File: src/rtl/seg_scan_if.sv
// Load/display bundle between the score logic and the 7-segment scan driver.
interface seg_scan_if #(
  parameter int unsigned DIGITS = 4
);
  logic                  load;
  logic [4*DIGITS-1:0]   digits_in;
  logic [DIGITS-1:0]     dp_in;
  logic [DIGITS-1:0]     blank_in;
  logic                  glyph_mode;
  logic                  lz_suppress;
  logic [3:0]            brightness;
  logic [6:0]            seg;
  logic                  dp;
  logic [DIGITS-1:0]     an;
  logic                  frame_tick;

  modport master (
    output load, digits_in, dp_in, blank_in, glyph_mode, lz_suppress, brightness,
    input  seg, dp, an, frame_tick
  );

  modport slave (
    input  load, digits_in, dp_in, blank_in, glyph_mode, lz_suppress, brightness,
    output seg, dp, an, frame_tick
  );
endinterface

File: src/rtl/seg_scan_driver.sv
// Time-multiplexed common-anode 7-segment driver with hex/cricket glyphs,
// PWM brightness, blanking, decimal points and leading-zero suppression.
module seg_scan_driver #(
  parameter int unsigned DIGITS      = 4,
  parameter int unsigned REFRESH_DIV = 100000,
  parameter bit          ACTIVE_LOW  = 1'b1
) (
  input  logic      clk,
  input  logic      rst_n,
  seg_scan_if.slave bus
);

  localparam int unsigned PW = $clog2(REFRESH_DIV);
  localparam int unsigned IW = $clog2(DIGITS);
  localparam int unsigned DW = 4 * DIGITS;
  localparam logic [PW-1:0] PTERM = PW'(REFRESH_DIV - 1);
  localparam logic [IW-1:0] ILAST = IW'(DIGITS - 1);
  localparam logic          INV   = ~ACTIVE_LOW;

  logic [PW-1:0]     presc_q, presc_d;
  logic [IW-1:0]     idx_q, idx_d;
  logic [3:0]        pwm_q, pwm_d;
  logic [DW-1:0]     digits_q, digits_d;
  logic [DIGITS-1:0] dpv_q, dpv_d;
  logic [DIGITS-1:0] blank_q, blank_d;
  logic              wrap;

  logic [6:0]        seg_q, seg_n;
  logic              dp_q, dp_n;
  logic [DIGITS-1:0] an_q, an_n;
  logic              tick_q;

  logic [DIGITS-1:0] supp;
  logic              lead;
  logic [3:0]        nib;
  logic              dark;
  logic              lit;
  logic [6:0]        seg_lo;
  logic              dp_lo;
  logic [DIGITS-1:0] an_lo;

  // Glyph lookup in active-low polarity; cricket set overrides codes 12..15.
  function automatic logic [6:0] decode(input logic [3:0] code, input logic cricket);
    logic [6:0] g;
    case (code)
      4'h0: g = 7'b1000000;
      4'h1: g = 7'b1111001;
      4'h2: g = 7'b0100100;
      4'h3: g = 7'b0110000;
      4'h4: g = 7'b0011001;
      4'h5: g = 7'b0010010;
      4'h6: g = 7'b0000010;
      4'h7: g = 7'b1111000;
      4'h8: g = 7'b0000000;
      4'h9: g = 7'b0010000;
      4'hA: g = 7'b0001000;
      4'hB: g = 7'b0000011;
      4'hC: g = cricket ? 7'b1011111 : 7'b1000110;
      4'hD: g = cricket ? 7'b1001111 : 7'b0100001;
      4'hE: g = cricket ? 7'b1111101 : 7'b0000110;
      default: g = cricket ? 7'b0000111 : 7'b0001110;
    endcase
    return g;
  endfunction

  // Scan counters and shadow capture.
  always_comb begin
    presc_d  = presc_q + PW'(1);
    idx_d    = idx_q;
    wrap     = 1'b0;
    pwm_d    = pwm_q + 4'd1;
    digits_d = digits_q;
    dpv_d    = dpv_q;
    blank_d  = blank_q;
    if (presc_q == PTERM) begin
      presc_d = '0;
      if (idx_q == ILAST) begin
        idx_d = '0;
        wrap  = 1'b1;
      end else begin
        idx_d = idx_q + IW'(1);
      end
    end
    if (bus.load) begin
      digits_d = bus.digits_in;
      dpv_d    = bus.dp_in;
      blank_d  = bus.blank_in;
    end
  end

  // A zero digit stays suppressed while everything above it is zero or blanked.
  always_comb begin
    supp = '0;
    lead = 1'b1;
    for (int i = DIGITS - 1; i > 0; i--) begin
      if (bus.lz_suppress && lead && (digits_q[4*i +: 4] == 4'h0)) supp[i] = 1'b1;
      lead = lead & ((digits_q[4*i +: 4] == 4'h0) | blank_q[i]);
    end
  end

  // Output image for the cycle after this edge, built from the upcoming scan position.
  always_comb begin
    nib    = digits_q[{idx_d, 2'b00} +: 4];
    dark   = blank_q[idx_d] | supp[idx_d];
    seg_lo = dark ? 7'h7F : decode(nib, bus.glyph_mode);
    dp_lo  = dark | ~dpv_q[idx_d];
    lit    = (presc_d != '0) && ((bus.brightness == 4'hF) || (pwm_d < bus.brightness));
    an_lo  = lit ? ~(DIGITS'(1) << idx_d) : '1;
    seg_n  = seg_lo ^ {7{INV}};
    dp_n   = dp_lo ^ INV;
    an_n   = an_lo ^ {DIGITS{INV}};
  end

  always_ff @(posedge clk) begin
    if (!rst_n) begin
      presc_q  <= '0;
      idx_q    <= '0;
      pwm_q    <= '0;
      digits_q <= '0;
      dpv_q    <= '0;
      blank_q  <= '1;
      seg_q    <= 7'h7F ^ {7{INV}};
      dp_q     <= 1'b1 ^ INV;
      an_q     <= {DIGITS{~INV}};
      tick_q   <= 1'b0;
    end else begin
      presc_q  <= presc_d;
      idx_q    <= idx_d;
      pwm_q    <= pwm_d;
      digits_q <= digits_d;
      dpv_q    <= dpv_d;
      blank_q  <= blank_d;
      seg_q    <= seg_n;
      dp_q     <= dp_n;
      an_q     <= an_n;
      tick_q   <= wrap;
    end
  end

  assign bus.seg        = seg_q;
  assign bus.dp         = dp_q;
  assign bus.an         = an_q;
  assign bus.frame_tick = tick_q;

endmodule

File: src/flat_wrapper.sv
// flat-port wrapper written by rule: the top's interface ports become plain ports
module seg_scan_driver_flat 
#(
  parameter int unsigned DIGITS      = 4,
  parameter int unsigned REFRESH_DIV = 100000,
  parameter bit          ACTIVE_LOW  = 1'b1
)
  (clk, rst_n, bus_load, bus_digits_in, bus_dp_in, bus_blank_in, bus_glyph_mode, bus_lz_suppress, bus_brightness, bus_seg, bus_dp, bus_an, bus_frame_tick);
  seg_scan_if #(.DIGITS(DIGITS)) bus_i ();
  input  logic clk;
  input  logic rst_n;
  input wire logic [$bits(bus_i.load)-1:0] bus_load;
  input wire logic [$bits(bus_i.digits_in)-1:0] bus_digits_in;
  input wire logic [$bits(bus_i.dp_in)-1:0] bus_dp_in;
  input wire logic [$bits(bus_i.blank_in)-1:0] bus_blank_in;
  input wire logic [$bits(bus_i.glyph_mode)-1:0] bus_glyph_mode;
  input wire logic [$bits(bus_i.lz_suppress)-1:0] bus_lz_suppress;
  input wire logic [$bits(bus_i.brightness)-1:0] bus_brightness;
  output wire logic [$bits(bus_i.seg)-1:0] bus_seg;
  output wire logic [$bits(bus_i.dp)-1:0] bus_dp;
  output wire logic [$bits(bus_i.an)-1:0] bus_an;
  output wire logic [$bits(bus_i.frame_tick)-1:0] bus_frame_tick;
  assign bus_i.load = bus_load;
  assign bus_i.digits_in = bus_digits_in;
  assign bus_i.dp_in = bus_dp_in;
  assign bus_i.blank_in = bus_blank_in;
  assign bus_i.glyph_mode = bus_glyph_mode;
  assign bus_i.lz_suppress = bus_lz_suppress;
  assign bus_i.brightness = bus_brightness;
  assign bus_seg = bus_i.seg;
  assign bus_dp = bus_i.dp;
  assign bus_an = bus_i.an;
  assign bus_frame_tick = bus_i.frame_tick;
  seg_scan_driver #(.DIGITS(DIGITS), .REFRESH_DIV(REFRESH_DIV), .ACTIVE_LOW(ACTIVE_LOW)) u_core (.clk(clk), .rst_n(rst_n), .bus(bus_i));
endmodule
File: config.mk
export PLATFORM = sky130hd
export DESIGN_NAME = seg_scan_driver_flat
export DESIGN_NICKNAME = d
export VERILOG_FILES = /design/src/rtl/seg_scan_if.sv /design/src/rtl/seg_scan_driver.sv /design/src/flat_wrapper.sv
export SDC_FILE = /design/constraint.sdc
export NUM_CORES = 1
export LEC_CHECK = 0
export ABC_CLOCK_PERIOD_IN_PS = 4200
export CAP_MARGIN = 25
export CORE_UTILIZATION = 45
export DETAILED_ROUTE_END_ITERATION = 12
export GPL_TIMING_DRIVEN = 0
export PLACE_DENSITY = 0.78
export SLEW_MARGIN = 25
export SYNTH_ARGS = -nofsm -noshare
export SYNTH_HDL_FRONTEND = slang
export SYNTH_SLANG_ARGS = --single-unit
export TNS_END_PERCENT = 50
File: constraint.sdc
create_clock -name clk -period 4.2 [get_ports clk]
set_input_delay 0.84 -clock clk [delete_from_list [all_inputs] [get_ports clk]]
set_output_delay 0.84 -clock clk [all_outputs]
set_load 0.02 [all_outputs]
==> out/qor.yml, run 1 <==
outcome:
  status: "completed"
clocking:
  clkTransAtPathRegs_ps: 70
  cts_tree: "built"
  cts_resized: 0
  cts_buffers: 9
  hold_buffers: 0
  cts_root_buf: "clkbuf_8"
  clockBufferDepth: 2
  cts_htree_levels: 3
  postCtsSetupBuffers: 0
  clk_latency_ps: 350
  cts_sinks: 60
power:
  p_leak_uw: 0.00153
  powerDensity_nw_per_um2: 334
  ir_worst_vdd_mv: 0.172
critical_path:
  start_kind: "register"
  r2r-start: "u_core.presc_q[0]$_SDFF_PN0_"
  worstPathArrival_ps: 3770
  crit_path_max_fanout: 10
  crit_required_ps: 4420
  slowest_stage: "mux2i_1"
  crit_buf_inv: 2
  rrSetupSlack_ps: 650
  rr_worst_depth: 10
  path_delay_family: "simple AND/OR/NAND/NOR gates"
  max_stage_delay_ps: 680
  crit_path_end_kind: "register"
  reg2reg_to: "u_core.bus.seg[0]$_SDFF_PP1_"
  crit_type: "register to register"
  critical_path.cell_chain: "ha_1, clkbuf_1, nand4_1, nor4_4, mux2i_1, o211ai_1, and2_1, buf_2, a41oi_1, o221ai_1"
hold_path:
  whs_endpoint: "u_core.blank_q[0]$_SDFFE_PN1P_"
  hold_path_class: "register to register"
  hp-start: "u_core.blank_q[0]$_SDFFE_PN1P_"
  hold_path_depth: 2
grt:
  grt_overflow: 0
  grt_pass1_vias: 2669
  track_usage_pct: 21.8
  antenna_found_initial: 0
  grt_pass1_wl_mm: 12.7
  grt_max_degree: 12
synthesis:
  async_reset_ff_share_pct: 0
  synth_edf_count: 0
  synth_cell_type_count: 61
  synth_top_area_share_pct: 36.9
  synth_seq_cells: 60
  synth_fp_nets: 389
  yosys.area.top_type: "dfxtp_1"
  syn_inst: 350
  synth.area.top_cells: "dfxtp_1 (37%), mux2i_1 (9.2%), nor2b_1 (4.6%)"
  ys.warnings.count: 0
  netlist_area_um2: 3260
  yosysSeqAreaShare_pct: 36.9
  synth_ff_type: "dfxtp_1"
  synth_area_per_cell_um2: 9.30
floorplanning:
  die_y_um: 87.1
  die-area_um2: 7580
  pin_count: 46
  initial_core_util_pct: 47.1
  core_um2: 6910
  die_x_um: 87.1
  std_cell_rows: 30
flow_run:
  cap_violations: 0
finish:
  area_growth_syn_to_layout_pct: 23.8
  multi_input_area_um2: 1910
  final_cell_mix: "dfxtp_1 (60), clkdlybuf4s50_1 (44), mux2i_1 (30)"
  stdcell_area_um2: 4030
  utilization_pct: 58.4
  final_common_cell: "dfxtp_1"
  regArea_um2: 1200
  fin_nets: 444
  diodes: 0
  nFillCells: 627
  drive_above_1_share_pct: 8.54
route:
  wire_per_inst_um: 14.5
  firstDrtPassIters: 4
  routed_wl_mm: 7.34
  drt_iter0_drc: 161
  antenna_left: 0
  vias: 2783
  viasPerCell: 5.50
  drc: 0
sta:
  hold_viol_final: 0
  setup_violations: 0
  fin_ws_ps: 647
  period_needed_ps: 3550
  fmax_mhz: 281
  tightest_slew_ps: 943
  setup_tns_ps: 0
  finalMaxSlewViolations: 0
  period_share_pct: 84.6
  rsz0062_at_grt: "no"
  hold_slack_ps: 484
  maxSlewHeadroom_pct: 36.6
  finalClockSkew_ps: 9.14
placement:
  place_congestion: 0.922
  dpl_cell_area_um2: 3820
  numPortBuffers: 44
  pre_cts_slack_ps: 683
  dp_hpwl_mm: 5.51
sequential cells by signal (all words and copies together) (netlist names):
name / flops
u_core.bus.frame_tick: 1
u_core.bus.an: 4
u_core.blank_q: 4
u_core.bus.seg: 7
u_core.presc_q: 17
u_core.bus.dp: 1
u_core.idx_q: 2
u_core.digits_q: 16
u_core.pwm_q: 4
u_core.dpv_q: 4
metrics by stage:
step | power (µW) | std cells
after floorplan | 718 | 350
after global placement | 778 | 490
after detailed placement | 785 | 490
after CTS | 1350 | 506
after global routing | 1400 | 506
final | 1350 | 506
kinds of logic after synthesis:
group | synth area share [%]
muxes | 11.4
AOI/OAI and AO/OA | 16.2
adders and majority gates | 2.96
DFF | 36.9
xor gates and xnor gates | 5.38
and+or+nand+nor | 22.8
buffers and inverters | 4.34
power breakdown:
group	leakage [µW]	total [µW]	switching (µW)	internal, µW
Sequential	0.000491	607	15.6	592
Clock	0.000109	573	242	331
Combinational	0.000931	166	80.8	85.7
Total	0.00153	1350	338	1010
worst min-delay path: cells and delay by family (launching register included):
kind          cells  cell delay (ps)
flops             1              330
mux               1               70
simple gates      1               60
final cells by class:
| cell class | instances | share of cell area (%) |
|---|---|---|
| multi-input cells | 255 | 47.5 |
| flip-flops and latches | 60 | 29.8 |
| repair buffers | 44 | 10.9 |
| clock buffers | 9 | 3.07 |
| well taps | 96 | 2.98 |
| clock inverters | 7 | 2.27 |
| plain buffers | 21 | 2.20 |
| inverters | 14 | 1.30 |
how the worst max path moves through the flow:
stage                                       from                      endpoint  slack [ps]  depth (start not counted)
floorplan           u_core.presc_q[0]$_SDFF_PN0_  u_core.bus.seg[6]$_SDFF_PP1_        1250                          9
global placement    u_core.presc_q[0]$_SDFF_PN0_  u_core.bus.seg[0]$_SDFF_PP1_         820                         10
finish              u_core.presc_q[0]$_SDFF_PN0_  u_core.bus.seg[0]$_SDFF_PP1_         650                         10
detailed placement  u_core.presc_q[0]$_SDFF_PN0_  u_core.bus.seg[0]$_SDFF_PP1_         680                         10
CTS                 u_core.presc_q[0]$_SDFF_PN0_  u_core.bus.seg[0]$_SDFF_PP1_         660                         10
global route        u_core.presc_q[0]$_SDFF_PN0_  u_core.bus.seg[0]$_SDFF_PP1_         340                         10
cells in the mapped netlist, drive strengths merged (2+ instances only):
| master | instances |
|---|---|
| a31oi | 2 |
| a211o | 2 |
| a21oi | 5 |
| maj3 | 2 |
| o21a | 2 |
| ha | 6 |
| nand2b | 7 |
| o21ai | 6 |
| clkbuf | 14 |
| xor2 | 5 |
| buf | 7 |
| o21bai | 2 |
| mux2 | 2 |
| nand2 | 23 |
| and2 | 12 |
| and4 | 2 |
| nand3 | 13 |
| a21boi | 3 |
| o2111ai | 4 |
| xnor2 | 15 |
| a41oi | 3 |
| mux2i | 31 |
| o221ai | 3 |
| nand4bb | 2 |
| or3 | 3 |
| nor4 | 9 |
| nor2b | 24 |
| o211ai | 13 |
| dfxtp | 60 |
| nor3 | 5 |
| nand4 | 9 |
| o211a | 5 |
| o31ai | 2 |
| or4 | 3 |
| nor2 | 12 |
| and3 | 3 |
| inv | 14 |
| o22ai | 2 |
metal layers:
| metal | vias to the layer above | track usage (%) | part of all wire (%) |
|---|---|---|---|
| li1 | 1391 | - | - |
| met1 | 1308 | 30.1 | 50 |
| met2 | 67 | 32.4 | 44 |
| met3 | 17 | 4.17 | 3.6 |
| met4 | 0 | 11.1 | 2.4 |
| met5 | - | 0 | 0 |
Power figures use the tool's default switching activity.
==> run 2: changes to the inputs <==
Settings changed: ABC_CLOCK_PERIOD_IN_PS 4200 to 3050, PLACE_DENSITY 0.78 to 0.8.
Clock period 4.2 ns to 3.05 ns, I/O delays scaled along.
==> out/qor.yml, run 2 (synthesis results as in run 1) <==
outcome:
  status: "completed"
grt:
  grt_max_degree: 11
  track_usage_pct: 21.2
  antenna_found_initial: 0
  grt_overflow: 0
  grt_pass1_vias: 2587
  grt_pass1_wl_mm: 12.4
critical_path:
  critical_path.cell_chain: "or4b_4, nor4_4, buf_4, mux2_2, buf_4, mux2_4, maj3_2, o221ai_2"
  crit_type: "register to register"
  worstPathArrival_ps: 3230
  crit_top_cell: "buf_4"
  max_stage_delay_ps: 610
  slowest_stage: "or4b_4"
  rrSetupSlack_ps: 100
  rr_worst_depth: 8
  start_kind: "register"
  r2r-start: "u_core.presc_q[12]$_SDFF_PN0_"
  reg2reg_to: "u_core.bus.seg[5]$_SDFF_PP1_"
  crit_path_end_kind: "register"
  crit_path_max_fanout: 10
  crit_required_ps: 3320
placement:
  place_congestion: 0.922
  dp_hpwl_mm: 5.44
  dpl_cell_area_um2: 3820
  numPortBuffers: 44
  pre_cts_slack_ps: -356
route:
  firstDrtPassIters: 4
  wire_per_inst_um: 14.5
  routed_wl_mm: 7.37
  antenna_left: 0
  viasPerCell: 5.54
  drt_iter0_drc: 140
  drc: 0
  vias: 2812
hold_path:
  hold_path_depth: 2
  hp-start: "u_core.blank_q[1]$_SDFFE_PN1P_"
  hold_path_class: "register to register"
  whs_endpoint: "u_core.blank_q[1]$_SDFFE_PN1P_"
clocking:
  hold_buffers: 0
  cts_buffers: 9
  clk_latency_ps: 350
  cts_root_buf: "clkbuf_8"
  cts_htree_levels: 3
  clockBufferDepth: 2
  cts_sinks: 60
  cts_tree: "built"
  clkTransAtPathRegs_ps: 70
power:
  p_int_uw: 1310
  switchingPower_uw: 449
  pwr-share-seq_pct: 47.7
  pwr-share-clk_pct: 39.0
  powerDensity_nw_per_um2: 427
  swShare_pct: 25.5
  ir_worst_vdd_mv: 0.242
  p_leak_uw: 0.00153
  p_comb_share_pct: 13.2
sta:
  fmax_mhz: 339
  finalMaxSlewViolations: 0
  hold_viol_final: 0
  setup_violations: 0
  hold_slack_ps: 473
  maxSlewHeadroom_pct: 49.4
  period_needed_ps: 2950
  fin_ws_ps: 98.2
  rsz0062_at_grt: "yes"
  period_share_pct: 96.8
  finalClockSkew_ps: 7.87
  tightest_slew_ps: 759
floorplanning:
  std_cell_rows: 30
  die_y_um: 87.1
  die-area_um2: 7580
  core_um2: 6910
  initial_core_util_pct: 47.1
  die_x_um: 87.1
  pin_count: 46
finish:
  largest_register_ffs: 17
  fin_nets: 446
  stdcell_area_um2: 4120
  area_growth_syn_to_layout_pct: 26.4
  final_cell_mix: "dfxtp_1 (60), clkdlybuf4s50_1 (44), mux2i_1 (25)"
  drive_above_1_share_pct: 12.1
  nFillCells: 606
  diodes: 0
  final_common_cell: "dfxtp_1"
  utilization_pct: 59.6
  largest_register: "u_core.presc_q"
flow_run:
  cap_violations: 0
[run 2: routing by layer]
metal / wire, µm / global-route usage (%) / part of all wire, %
met3: 367 / 3.70 / 5.0
met5: 0 / 0 / 0
met4: 119 / 8.79 / 1.6
met1: 3510 / 29.6 / 48
met2: 3380 / 32.1 / 46
[run 2: power groups by stage]
stage,Combinational [µW],Clock (µW),Sequential [µW]
after floorplan,135,0,854
final,233,686,839
after global placement,220,0,852
after global routing,259,726,842
after CTS,230,689,836
after detailed placement,229,0,853
[run 2: how the worst max path moves through the flow]
| stage | endpoint | startpoint | slack [ps] | cells after the start |
|---|---|---|---|---|
| after floorplan | u_core.bus.seg[6]$_SDFF_PP1_ | u_core.presc_q[0]$_SDFF_PN0_ | 100 | 9 |
| after global placement | u_core.bus.seg[0]$_SDFF_PP1_ | u_core.presc_q[0]$_SDFF_PN0_ | -300 | 10 |
| after detailed placement | u_core.bus.seg[0]$_SDFF_PP1_ | u_core.presc_q[0]$_SDFF_PN0_ | -360 | 10 |
| after CTS | u_core.bus.seg[0]$_SDFF_PP1_ | u_core.presc_q[12]$_SDFF_PN0_ | 80 | 9 |
| after global routing | u_core.bus.seg[6]$_SDFF_PP1_ | u_core.presc_q[12]$_SDFF_PN0_ | -20 | 7 |
| final | u_core.bus.seg[5]$_SDFF_PP1_ | u_core.presc_q[12]$_SDFF_PN0_ | 100 | 8 |
[run 2: timing repair]
item                       CTS  global route
gates resized for setup      3            18
setup endpoints to repair    8            12
pin swaps                    3             2
setup buffers                4             1
[run 2: critical path: cells and delay by family (launching register included)]
kind / cells / cell delay, ps
compound gates: 1 / 150
fa+ha+maj: 1 / 330
buf+inv: 2 / 420
flops: 1 / 380
mux: 2 / 760
simple gates: 2 / 830
[run 2: cell type report]
class | count | area, µm² | share of cell area (%)
tap | 96 | 120 | 2.92
multi-input combinational | 255 | 1990 | 48.4
timing repair buffer | 49 | 478 | 11.6
sequential | 60 | 1200 | 29.2
clock buffer | 11 | 131 | 3.19
clock inverter | 5 | 52.6 | 1.28
inverter | 14 | 52.6 | 1.28
buffer | 18 | 86.3 | 2.10
[run 2: metrics by stage]
step,TNS [ps],total power (µW),std cells
floorplan,0,989,350
global placement,-1710,1070,490
detailed placement,-2290,1080,490
CTS,0,1760,509
global route,-20.0,1830,508
finish,0,1760,508
